### config.mk
export PLATFORM = sky130hd
export DESIGN_NAME = seq_detector_param
export DESIGN_NICKNAME = d
export VERILOG_FILES = /design/src/rtl/seq_det_pkg.sv /design/src/rtl/seq_detector_param_sat_counter.sv /design/src/rtl/seq_detector_param.sv
export SDC_FILE = /design/constraint.sdc
export NUM_CORES = 1
export LEC_CHECK = 0
export CORE_MARGIN = 5
export CORE_UTILIZATION = 51
export DETAILED_ROUTE_END_ITERATION = 8
export HOLD_SLACK_MARGIN = 0.05
export PLACE_DENSITY = 0.78
export SLEW_MARGIN = 25
export SYNTH_ARGS = -nofsm -noshare
export SYNTH_HDL_FRONTEND = slang
export SYNTH_SLANG_ARGS = --single-unit
### constraint.sdc
create_clock -name clk -period 3.3 [get_ports clk]
set_clock_uncertainty 0.15 [all_clocks]
set_input_delay 0.99 -clock clk [delete_from_list [all_inputs] [get_ports clk]]
set_output_delay 0.99 -clock clk [all_outputs]
set_load 0.005 [all_outputs]
### src/rtl/seq_det_pkg.sv
// seq_det_pkg: shared helpers for the parametrised serial pattern detector.
//   - default parameter values
//   - op_e: per-cycle operation decoded from clear/load/x_valid
//   - len_mask(len): mask with bits [len-1:0] set (MASK_W wide)
//   - len_legal(len, max_len): 1 when 1 <= len <= max_len
package seq_det_pkg;

  localparam int DEF_MAX_LEN = 8;
  localparam int DEF_LEN_W   = 4;
  localparam int DEF_CNT_W   = 8;

  // Widest pattern the mask helper supports; MAX_LEN must not exceed it.
  localparam int MASK_W = 32;

  typedef enum logic [1:0] {
    OP_IDLE    = 2'd0,
    OP_SHIFT   = 2'd1,
    OP_LOAD    = 2'd2,
    OP_BADLOAD = 2'd3
  } op_e;

  function automatic logic [MASK_W-1:0] len_mask(input logic [31:0] len);
    logic [MASK_W-1:0] m;
    m = '0;
    for (int i = 0; i < MASK_W; i++) begin
      if (32'(i) < len) m[i] = 1'b1;
    end
    return m;
  endfunction

  function automatic logic len_legal(input logic [31:0] len,
                                     input logic [31:0] max_len);
    return (len != 32'd0) && (len <= max_len);
  endfunction

endpackage

### src/rtl/seq_detector_param_sat_counter.sv
// sat_counter: W-bit up counter that sticks at all-ones.
//   clk   : clock, rising edge
//   clear : synchronous active-high reset
//   sclr  : synchronous clear (same effect as clear, lower priority only
//           in the sense that both zero the count)
//   inc   : increment request
//   q     : current count
module sat_counter #(
  parameter int W = 8
) (
  input  logic         clk,
  input  logic         clear,
  input  logic         sclr,
  input  logic         inc,
  output logic [W-1:0] q
);

  logic [W-1:0] cnt_q, cnt_d;

  always_comb begin
    cnt_d = cnt_q;
    if (sclr)                    cnt_d = '0;
    else if (inc && cnt_q != '1) cnt_d = cnt_q + 1'b1;
  end

  always_ff @(posedge clk) begin
    if (clear) cnt_q <= '0;
    else       cnt_q <= cnt_d;
  end

  assign q = cnt_q;

endmodule

### src/rtl/seq_detector_param.sv
// seq_detector_param: Moore serial-pattern detector with a runtime-loadable
// pattern (1..MAX_LEN bits), overlap / non-overlap mode, valid-qualified
// input and a saturating match counter.
//   clk         : clock, rising edge
//   clear       : synchronous active-high reset, highest priority
//   x, x_valid  : serial input bit and its qualifier
//   overlap     : 1 = overlapping matches, 0 = flush history after a match
//   load        : load pat_in/len_in this cycle (x of that cycle discarded)
//   pat_in      : new pattern, bit len-1 received first, bit 0 last
//   len_in      : new pattern length
//   out         : registered match pulse
//   match_count : saturating match count
//   cfg_err     : one-cycle pulse on a load with illegal length
module seq_detector_param
  import seq_det_pkg::*;
#(
  parameter int                 MAX_LEN = DEF_MAX_LEN,
  parameter int                 LEN_W   = DEF_LEN_W,
  parameter int                 CNT_W   = DEF_CNT_W,
  parameter logic [MAX_LEN-1:0] DEF_PAT = MAX_LEN'('b1001),
  parameter int                 DEF_LEN = 4
) (
  input  logic               clk,
  input  logic               clear,
  input  logic               x,
  input  logic               x_valid,
  input  logic               overlap,
  input  logic               load,
  input  logic [MAX_LEN-1:0] pat_in,
  input  logic [LEN_W-1:0]   len_in,
  output logic               out,
  output logic [CNT_W-1:0]   match_count,
  output logic               cfg_err
);

  localparam logic [LEN_W-1:0] MAX_LEN_L = LEN_W'(MAX_LEN);
  localparam logic [LEN_W-1:0] DEF_LEN_L = LEN_W'(DEF_LEN);

  // Configuration
  logic [MAX_LEN-1:0] pat_q, pat_d;
  logic [LEN_W-1:0]   len_q, len_d;

  // Stream state. Only the newest MAX_LEN-1 bits are stored: the oldest bit
  // of the MAX_LEN-bit history is shifted out on the next valid cycle before
  // it could take part in any compare, so keeping it buys nothing.
  logic [MAX_LEN-2:0] hist_q, hist_d;
  logic [LEN_W-1:0]   fill_q, fill_d;

  logic out_q, out_d;
  logic cfg_err_q, cfg_err_d;

  logic cnt_inc, cnt_sclr;

  op_e                op;
  logic [MAX_LEN-1:0] hist_n;
  logic [LEN_W-1:0]   fill_n;
  logic               hit;

  // Operation decode; load wins over x_valid, clear is handled in the
  // register processes.
  always_comb begin
    op = OP_IDLE;
    if (load) begin
      op = len_legal(32'(len_in), 32'(MAX_LEN)) ? OP_LOAD : OP_BADLOAD;
    end else if (x_valid) begin
      op = OP_SHIFT;
    end
  end

  // Candidate history if this bit is accepted, and the match test on it.
  // fill gating keeps zero-initialised history from matching patterns made
  // of zeros before len real bits have arrived.
  always_comb begin
    hist_n = {hist_q, x};
    fill_n = (fill_q == MAX_LEN_L) ? MAX_LEN_L : fill_q + 1'b1;
    hit    = (fill_n >= len_q) &&
             (((MASK_W'(hist_n ^ pat_q)) & len_mask(32'(len_q))) == '0);
  end

  always_comb begin
    pat_d     = pat_q;
    len_d     = len_q;
    hist_d    = hist_q;
    fill_d    = fill_q;
    out_d     = 1'b0;
    cfg_err_d = 1'b0;
    cnt_inc   = 1'b0;
    cnt_sclr  = 1'b0;
    case (op)
      OP_LOAD: begin
        pat_d    = pat_in;
        len_d    = len_in;
        hist_d   = '0;
        fill_d   = '0;
        cnt_sclr = 1'b1;
      end
      OP_BADLOAD: begin
        cfg_err_d = 1'b1;
      end
      OP_SHIFT: begin
        out_d   = hit;
        cnt_inc = hit;
        if (hit && !overlap) begin
          hist_d = '0;
          fill_d = '0;
        end else begin
          hist_d = hist_n[MAX_LEN-2:0];
          fill_d = fill_n;
        end
      end
      default: ;
    endcase
  end

  always_ff @(posedge clk) begin
    if (clear) begin
      pat_q     <= DEF_PAT;
      len_q     <= DEF_LEN_L;
      hist_q    <= '0;
      fill_q    <= '0;
      out_q     <= 1'b0;
      cfg_err_q <= 1'b0;
    end else begin
      pat_q     <= pat_d;
      len_q     <= len_d;
      hist_q    <= hist_d;
      fill_q    <= fill_d;
      out_q     <= out_d;
      cfg_err_q <= cfg_err_d;
    end
  end

  sat_counter #(.W(CNT_W)) u_cnt (
    .clk   (clk),
    .clear (clear),
    .sclr  (cnt_sclr),
    .inc   (cnt_inc),
    .q     (match_count)
  );

  assign out     = out_q;
  assign cfg_err = cfg_err_q;

endmodule
After elaboration in Yosys (flattened, before gate mapping):

Cells that the tools add are included.

* flip-flop bits (word level): 33
* input port bits: 18
* output and inout port bits: 10
* logic and storage cells: 68

* $add $sub $neg: 2
* $lt $le $gt $ge: 17
* equal/unequal tests: 5
* mux-type cells: 26
* bitwise gates (word level): 2
* reduce and logical (&&, ||, !) cells: 9

Operators by type and width (number)
* $logic_not A32 Y1: 1
* $lt A4 B4 Y1 const A: 7
* $mux W1: 20
* $lt A3 B4 Y1 const A: 4
* $and A8 B15 Y15: 1
* $pmux W7 S2: 1
* $add A8 B1 Y8 const B: 1
* $lt A1 B4 Y1 const A: 2
* $lt A2 B4 Y1 const A: 2
* $mux W4: 2
* $ne A8 B8 Y1 const B: 1
* $pmux W4 S2: 1
* $xor A8 B8 Y8: 1
* $mux W7: 1
* $add A4 B1 Y4 const B: 1
* $eq A2 B2 Y1 const B: 2
* $eq A4 B4 Y1 const B: 1
* $ge A4 B4 Y1: 1
* $le A4 B4 Y1 const B: 1
* $logic_and A1 B1 Y1: 4
* $reduce_bool A4 Y1: 1
* $eq A2 B1 Y1 const B: 1
* $mux W2: 1
* $reduce_bool A2 Y1: 1
* 2 further kinds: 2

Longest topological paths before layout:

Gate-level depths: netlist (run 1).

* word-level depth: 8
* gate-level depth with buffers: 11
* depth with buffers taken out: 11

Cells and area by module:

A second synthesis (run 1) with hierarchy kept.

* cell total of the unflattened synthesis: 197
* area, all modules: 1762.9 um^2

By module, submodules not included
* seq_detector_param: instances 1, cells an instance 150, area each 1327.5 um^2, seq. area each 500.5 um^2
* sat_counter: instances 1, cells an instance 47, area each 435.4 um^2, seq. area each 160.2 um^2

Worst setup path before layout (run 1):

Ideal clock, no wire load.

* kind: input-to-reg
* from: input port x
* to: register u_cnt.cnt_q[5] (netlist: u_cnt.q[5])
* setup time: 70 ps
* arrival: 2489 ps
* data required time: 3080 ps
* path slack: 591 ps
* stages on the path: 6
* path buffers: 0
* cells stage by stage: xnor2_1 > o21ai_1 > a222oi_1 > nand3_2 > or4_1 > a21oi_1

* word-level cells in the longest chain between the ends: 6

Ends and longest elaborated chain
* start: declaration: line seq_detector_param.sv:25 `input logic x,`
* $xor A8 B8 Y8: line seq_detector_param.sv:77 `(((MASK_W'(hist_n ^ pat_q)) & len_mask(32'(len_q))) == '0);`
* $and A8 B15 Y15: line seq_detector_param.sv:77
* $logic_not A32 Y1: line seq_detector_param.sv:77
* $logic_and A1 B1 Y1: line seq_detector_param.sv:76 `hit = (fill_n >= len_q) &&`
* $mux W1
* $logic_and A1 B1 Y1: line seq_detector_param_sat_counter.sv:23 `else if (inc && cnt_q != '1) cnt_d = cnt_q + 1'b1;`
* end signal: assignment: line seq_detector_param_sat_counter.sv:28 `else cnt_q <= cnt_d;`
* end: declaration: line seq_detector_param_sat_counter.sv:18 `logic [W-1:0] cnt_q, cnt_d;`

Every way passes these cells.
A chain may end at the register's enable or synchronous reset.

Worst setup path in the final report (run 1):

* from: input port x
* to: register u_cnt.cnt_q[7] (netlist: u_cnt.q[7])

Same word-level chain as after synthesis.

==> key figures, run 1 <==
Outcome
  – Outcome: finished clean

CTS
  – Clk_lat worst skew: around 0.33 ns
  – Hold Buf Count CTS: 0
  – Clock net sink count: 33
  – Setup repair bufs after CTS: 0
  – H-tree Lvls: 2
  – Clk root buf: clkbuf_4
  – Total CTS buffers: 5
  – # resized after CTS: 0
  – CTS tree: done
  – Clk slew on worst S/H paths: around 0.09 ns
  – Clock buffer depth: 2

Setup path
  – Crit Path Max Fanout: 9
  – Crit path largest cell delay: 0.51 ns
  – R2r setup slk: approximately 0.43 ns
  – CP Capture Type: register
  – Critical Path RT: about 3.4 ns
  – Crit path max-delay family: buffers and inverters
  – Critical Path Start Type: input port
  – WS Path Type: in -> reg
  – CP cell instances: clkdlybuf4s50_1, xnor2_1, o21ai_1, a222oi_1, buf_4, nand3_2, or4_1, a21oi_1
  – Slowest CP cell: or4_1
  – Arr. time, crit path: approximately 3.0 ns
  – Crit path buffers/inverters: 2

Power
  – Sw Pwr: 0.184 mW
  – Internal power: 0.545 mW
  – Clock power share: 29.0%
  – Sw frac: 25.3%
  – P_leak: just under 0.8 nW
  – PD cells: 374 nW/µm²
  – Reg power frac: roughly 58%
  – Maximum VDD drop: between 0.3 and 0.4 mV
  – Comb power frac: 13.4%

Yosys
  – Netlist cell types: 37
  – Register bit total from synthesis: 33
  – Async SR Flop Fraction: 0%
  – Sequential area share after synthesis: 42.0%
  – Syn Nets: 198
  – Ys Warns: 0
  – Synthesized area: approximately 1600 µm²
  – Syn avg cell area: 9.08 µm²
  – Post-Syn Instances: 173
  – Main synth FF type: dfxtp_1
  – Post-synth EDFFs: 0

Global route
  – Vias in the first global route: 1357
  – Largest net degree at the start of global routing: 16
  – Total grt overflow: 0
  – Tot GR Track Use: 18.4%
  – First-pass GRT wire length: 6.13 mm
  – Initial antenna violation count: 0

Floorplanning
  – Full die area: 4290 µm²
  – Die Height: 65.5 µm
  – Initial Utilization: 52.3%
  – IO Count: 28
  – Chip Width: roughly 66 µm
  – CORE AREA: 3000 µm²
  – Rows: 20

Detailed routing
  – DR WL/cell: 14.7 µm
  – Routed wire length: 3.55 mm
  – Vias per inst: 5.64
  – Detailed-route DRC error count: 0
  – Iter 0 DRT Violations: 45
  – Final ANT Viol Nets: 0
  – Routed vias: 1360
  – DR pass1 iterations: 4

STA
  – WHS: approximately 0.36 ns
  – Slew Viols, Final: 0
  – Fmax: roughly 350 MHz
  – Tightest Pin Transition: 0.739 ns
  – Normalized max-slew margin: 50.5%
  – Final Hold Fails: 0
  – Setup TNS: 0 ns
  – Fin crit share: 87.8%
  – Unrepaired setup endpoints after global routing: false
  – Period minus WS final: 2.90 ns
  – Final setup violation count: 0

Final layout
  – # diodes: 0
  – Share of layout cells above drive strength 1: 6.25%
  – Nets: 232
  – Final core utilization: 65.0%
  – Final std cells w/o fill: approximately 240
  – Layout area overhead: 24.1%

Flow run
  – Max cap viols: 0

Place
  – Post-DP HPWL: 2.78 mm
  – RePlAce Congestion: 0.826
  – Inst Count DP: approximately 230
  – Port bufs: 27

Min path
  – Hold Crit Class: reg -> reg
power groups by stage:
stage | Sequential (mW) | Clock (mW) | Combinational (mW)
after floorplan | 0.427 | 0 | 0.0567
after global placement | 0.429 | 0 | 0.0931
after detailed placement | 0.430 | 0 | 0.0979
after CTS | 0.420 | 0.217 | 0.0981
after global routing | 0.422 | 0.244 | 0.108
final | 0.420 | 0.211 | 0.0981
state kept, by name, indices dropped and copies added (netlist names):
register	flops
out	1
fill_q	4
hist_q	7
pat_q	8
cfg_err	1
u_cnt.q	8
len_q	4
layout by cell type (no fill, tap or decap), types with 4 or more instances in the layout:
| cell type | instances |
|---|---|
| dfxtp_1 | 33 |
| clkdlybuf4s50_1 | 27 |
| nor2_1 | 16 |
| inv_1 | 14 |
| nand2_1 | 12 |
| a22o_1 | 11 |
| xnor2_1 | 9 |
| mux2i_1 | 8 |
| nand3_1 | 7 |
| a21oi_1 | 7 |
| ha_1 | 7 |
| o21ai_0 | 6 |
| clkbuf_4 | 5 |
| buf_4 | 5 |
| nand2b_1 | 4 |
| or4_1 | 4 |
worst register-to-register path, cell delays in order (launching register included):
cell	delay, ns
dfxtp_1	0.41
inv_1	0.07
ha_1	0.21
nand2_1	0.07
nand3_1	0.07
o21ai_0	0.15
ha_1	0.24
o21ai_0	0.09
a222oi_1	0.33
buf_4	0.19
nand3_2	0.17
or4_1	0.51
a21oi_1	0.16
final cells by class:
type / instances / area, µm²
multi-input combinational: 121 / 840
inverter: 14 / 52.6
timing repair buffer: 32 / 308
tap: 33 / 41.3
sequential: 33 / 661
fill: 270 / 1050
clock buffer: 8 / 48.8
cell families after synthesis:
kind of cell / share of synthesized area [%]
adders and majority gates: 5.57
muxes: 5.10
AOI/OAI and AO/OA: 20.0
buffers and inverters: 4.54
and+or+nand+nor: 17.2
xor gates and xnor gates: 5.57
DFF: 42.0
metal layers:
layer	part of all wire (%)	track usage, %	wire (µm)	up-vias
li1	-	-	-	691
met1	46	21.7	1620	636
met2	49	31.5	1760	26
met3	3.9	6.32	137	7
met4	1.1	5.44	38	0
met5	0	0	0	-
worst paths after layout:
kind | from | to | cells after the start
min reg2reg | u_cnt.q[5] | u_cnt.q[5] | 2
max reg2reg | fill_q[0] | u_cnt.q[7] | 12
max | x | u_cnt.q[7] | 8
min | u_cnt.q[5] | u_cnt.q[5] | 2
through the flow:
step	setup WS [ns]	cell area (µm²)	total power, mW
final	0.402	1950	0.730
after global routing	0.171	1950	0.774
after CTS	0.412	1950	0.736
after detailed placement	0.0745	1900	0.527
after global placement	0.0886	1900	0.522
after floorplan	0.591	1570	0.483
synthesized netlist by cell type, types with 2 or more instances:
master | n | area (µm²)
nor3_1 | 2 | 10.0
a211o_1 | 3 | 26.3
a31oi_1 | 2 | 12.5
o21ai_0 | 6 | 30.0
dfxtp_1 | 33 | 661
and4_1 | 2 | 17.5
nand2b_1 | 4 | 25.0
o211ai_1 | 2 | 15.0
nor2_1 | 16 | 60.1
inv_1 | 14 | 52.6
o31ai_1 | 3 | 22.5
or4_1 | 4 | 30.0
clkbuf_1 | 4 | 15.0
a22o_1 | 11 | 96.3
nand3_1 | 7 | 35.0
mux2i_1 | 8 | 80.1
xnor2_1 | 9 | 78.8
nand2_1 | 12 | 45.0
ha_1 | 7 | 87.6
a21oi_1 | 7 | 35.0
Note: power is estimated with default switching activity, not from simulation.
==> run 2: changes to the inputs <==
--- a/config.mk
+++ b/config.mk
@@ -6,10 +6,10 @@
 export NUM_CORES = 1
 export LEC_CHECK = 0
 export CORE_MARGIN = 5
-export CORE_UTILIZATION = 51
+export CORE_UTILIZATION = 46
 export DETAILED_ROUTE_END_ITERATION = 8
 export HOLD_SLACK_MARGIN = 0.05
-export PLACE_DENSITY = 0.78
+export PLACE_DENSITY = 0.74
 export SLEW_MARGIN = 25
 export SYNTH_ARGS = -nofsm -noshare
 export SYNTH_HDL_FRONTEND = slang
==> constraint.sdc (replaced) <==
create_clock -name clk -period 2.6 [get_ports clk]
set_clock_uncertainty 0.15 [all_clocks]
set_input_delay 0.78 -clock clk [delete_from_list [all_inputs] [get_ports clk]]
set_output_delay 0.78 -clock clk [all_outputs]
set_load 0.005 [all_outputs]
==> key figures, run 2 (same netlist as run 1, synthesis figures left out) <==
Detailed routing
  – Routed vias: between 1000 and 1500
  – Vias per inst: 5.26
  – Final ANT Viol Nets: 0
  – DR WL/cell: around 14 µm
  – DR pass1 iterations: 4
  – Detailed-route DRC error count: 0
  – Iter 0 DRT Violations: 95
  – Routed wire length: 3.78 mm

Power
  – PD cells: 433 nW/µm²
  – Comb power frac: 15.8%
  – P_leak: 0.887 nW
  – Maximum VDD drop: 0.327 mV
  – Sw frac: 26.4%
  – Sw Pwr: 0.253 mW
  – Tot Pwr: 0.958 mW
  – Internal power: 0.705 mW
  – Clock power share: 28.6%
  – Reg power frac: between 50% and 60%

Global route
  – Tot GR Track Use: 18.2%
  – Initial antenna violation count: 0
  – Largest net degree at the start of global routing: 16
  – Total grt overflow: 0
  – Vias in the first global route: 1467
  – First-pass GRT wire length: 6.46 mm

CTS
  – Total CTS buffers: 5
  – CTS tree: done
  – Clk_lat worst skew: 0.33 ns
  – Hold Buf Count CTS: 0
  – Clock buffer depth: 2
  – Clk slew on worst S/H paths: 0.10 ns
  – H-tree Lvls: 2
  – Clock net sink count: 33
  – Clk root buf: clkbuf_4

Final layout
  – Final std cells w/o fill: 270
  – Nets: roughly 250
  – Layout area overhead: 40.7%
  – # diodes: 0
  – Most frequent cells in the layout: dfxtp_1 (31), clkdlybuf4s50_1 (26), buf_4 (19)
  – Most common cell after layout, fill and taps aside: dfxtp_1
  – Final instance area: 2210 µm²
  – Share of layout cells above drive strength 1: 23.2%

Min path
  – Hold Crit Class: reg -> reg
  – WHS Path Cells: 1

Floorplanning
  – IO Count: 28
  – Initial Utilization: between 40% and 50%
  – Rows: 21
  – Die Height: 68.5 µm
  – Chip Width: 68.5 µm
  – CORE AREA: 3310 µm²
  – Full die area: roughly 4700 µm²

Place
  – DP Area: between 2000 and 2500 µm²
  – Port bufs: 27
  – Post-DP HPWL: 2.78 mm
  – RePlAce Congestion: ~0.92
  – Inst Count DP: 257

Setup path
  – CP cell instances: buf_4, nand3_2, xnor2_2, ha_1, o21ai_2, a222oi_1, buf_4, nand3_4, or4_4, a21oi_2
  – R2R depth: 10
  – WS Path Type: reg -> reg
  – Cell mode on critical path: buf_4
  – Stages on the worst setup path: 10
  – Critical Path RT: ~2.7 ns
  – Crit path buffers/inverters: 2
  – Arr. time, crit path: 2.75 ns
  – Crit path max-delay family: simple AND/OR/NAND/NOR gates
  – Crit Path Max Fanout: 5
  – Critical Path Start Type: register
  – CP Capture Type: register
  – Slowest CP cell: or4_4
  – Crit path largest cell delay: 0.52 ns

STA
  – Fin worst setup slack: -0.0372 ns
  – Final setup violation count: 2
  – Tightest Pin Transition: about 0.44 ns
  – Slew Viols, Final: 0
  – Fmax: approximately 380 MHz
  – Normalized max-slew margin: 70.4%
  – Fin crit share: 101%
  – Unrepaired setup endpoints after global routing: true
  – Period minus WS final: approximately 2.6 ns
  – Final Hold Fails: 0

Flow run
  – Max cap viols: 0

Outcome
  – Violated checks: setup timing
  – Outcome: finished with violations
run 2: cell types whose count changed in the layout (fill, tap and decap cells not counted), sizes merged:
cell,previous run,this run
dlygate4sd2,0,1
buf,5,21
clkbuf,8,6
clkdlybuf4s50,27,26
clkinv,0,2
run 2: final timing paths:
check                           startpoint          to  slack [ns]
worst max-delay path             fill_q[0]  u_cnt.q[5]       -0.04
worst min-delay path              pat_q[3]    pat_q[3]        0.35
worst max register to register   fill_q[0]  u_cnt.q[5]       -0.04
worst min register to register    pat_q[3]    pat_q[3]        0.35
run 2: power groups by stage:
stage | clock network (mW) | logic (mW) | registers (mW)
finish | 0.273 | 0.152 | 0.533
detailed placement | 0 | 0.134 | 0.546
CTS | 0.279 | 0.146 | 0.533
floorplan | 0 | 0.0742 | 0.542
global route | 0.301 | 0.167 | 0.535
global placement | 0 | 0.129 | 0.545
run 2: cell type report:
type / count / area, µm²
fill: 294 / 1100
multi-input combinational: 121 / 948
sequential: 33 / 668
timing repair buffer: 48 / 428
inverter: 14 / 57.6
tap: 46 / 57.6
clock buffer: 6 / 41.3
clock inverter: 2 / 10.0
run 2: layer usage:
layer	GRT usage [%]	share of wire, %
met1	23.2	47
met2	29.6	48
met3	5.91	4.3
met4	4.71	0.98
met5	0	0
run 2: what timing repair did:
action,CTS,global route
cloned,0,1
pin swaps,6,4
resized for setup,13,14
setup endpoints to repair,2,17
buffers inserted,3,1
endpoints found under the hold margin,0,0
run 2: stage by stage:
stage | hold slack [ns] | util, % | TNS [ns] | setup WS, ns
2_1_floorplan | 0.307 | - | -0.0106 | -0.0106
3_3_place_gp | 0.323 | 61.0 | -4.11 | -0.302
3_5_place_dp | 0.332 | 61.0 | -5.73 | -0.402
4_1_cts | 0.357 | 64.9 | 0 | 0.00149
5_1_grt | 0.369 | 66.8 | -0.493 | -0.161
6_report | 0.353 | 66.8 | -0.0398 | -0.0372
==> run 3: changes to the inputs <==
--- a/config.mk
+++ b/config.mk
@@ -5,6 +5,7 @@
 export SDC_FILE = /design/constraint.sdc
 export NUM_CORES = 1
 export LEC_CHECK = 0
+export CAP_MARGIN = 20
 export CORE_MARGIN = 5
 export CORE_UTILIZATION = 46
 export DETAILED_ROUTE_END_ITERATION = 8
==> results of run 3 <==
The final DEF is identical to that of run 2; final timing and power are the same.
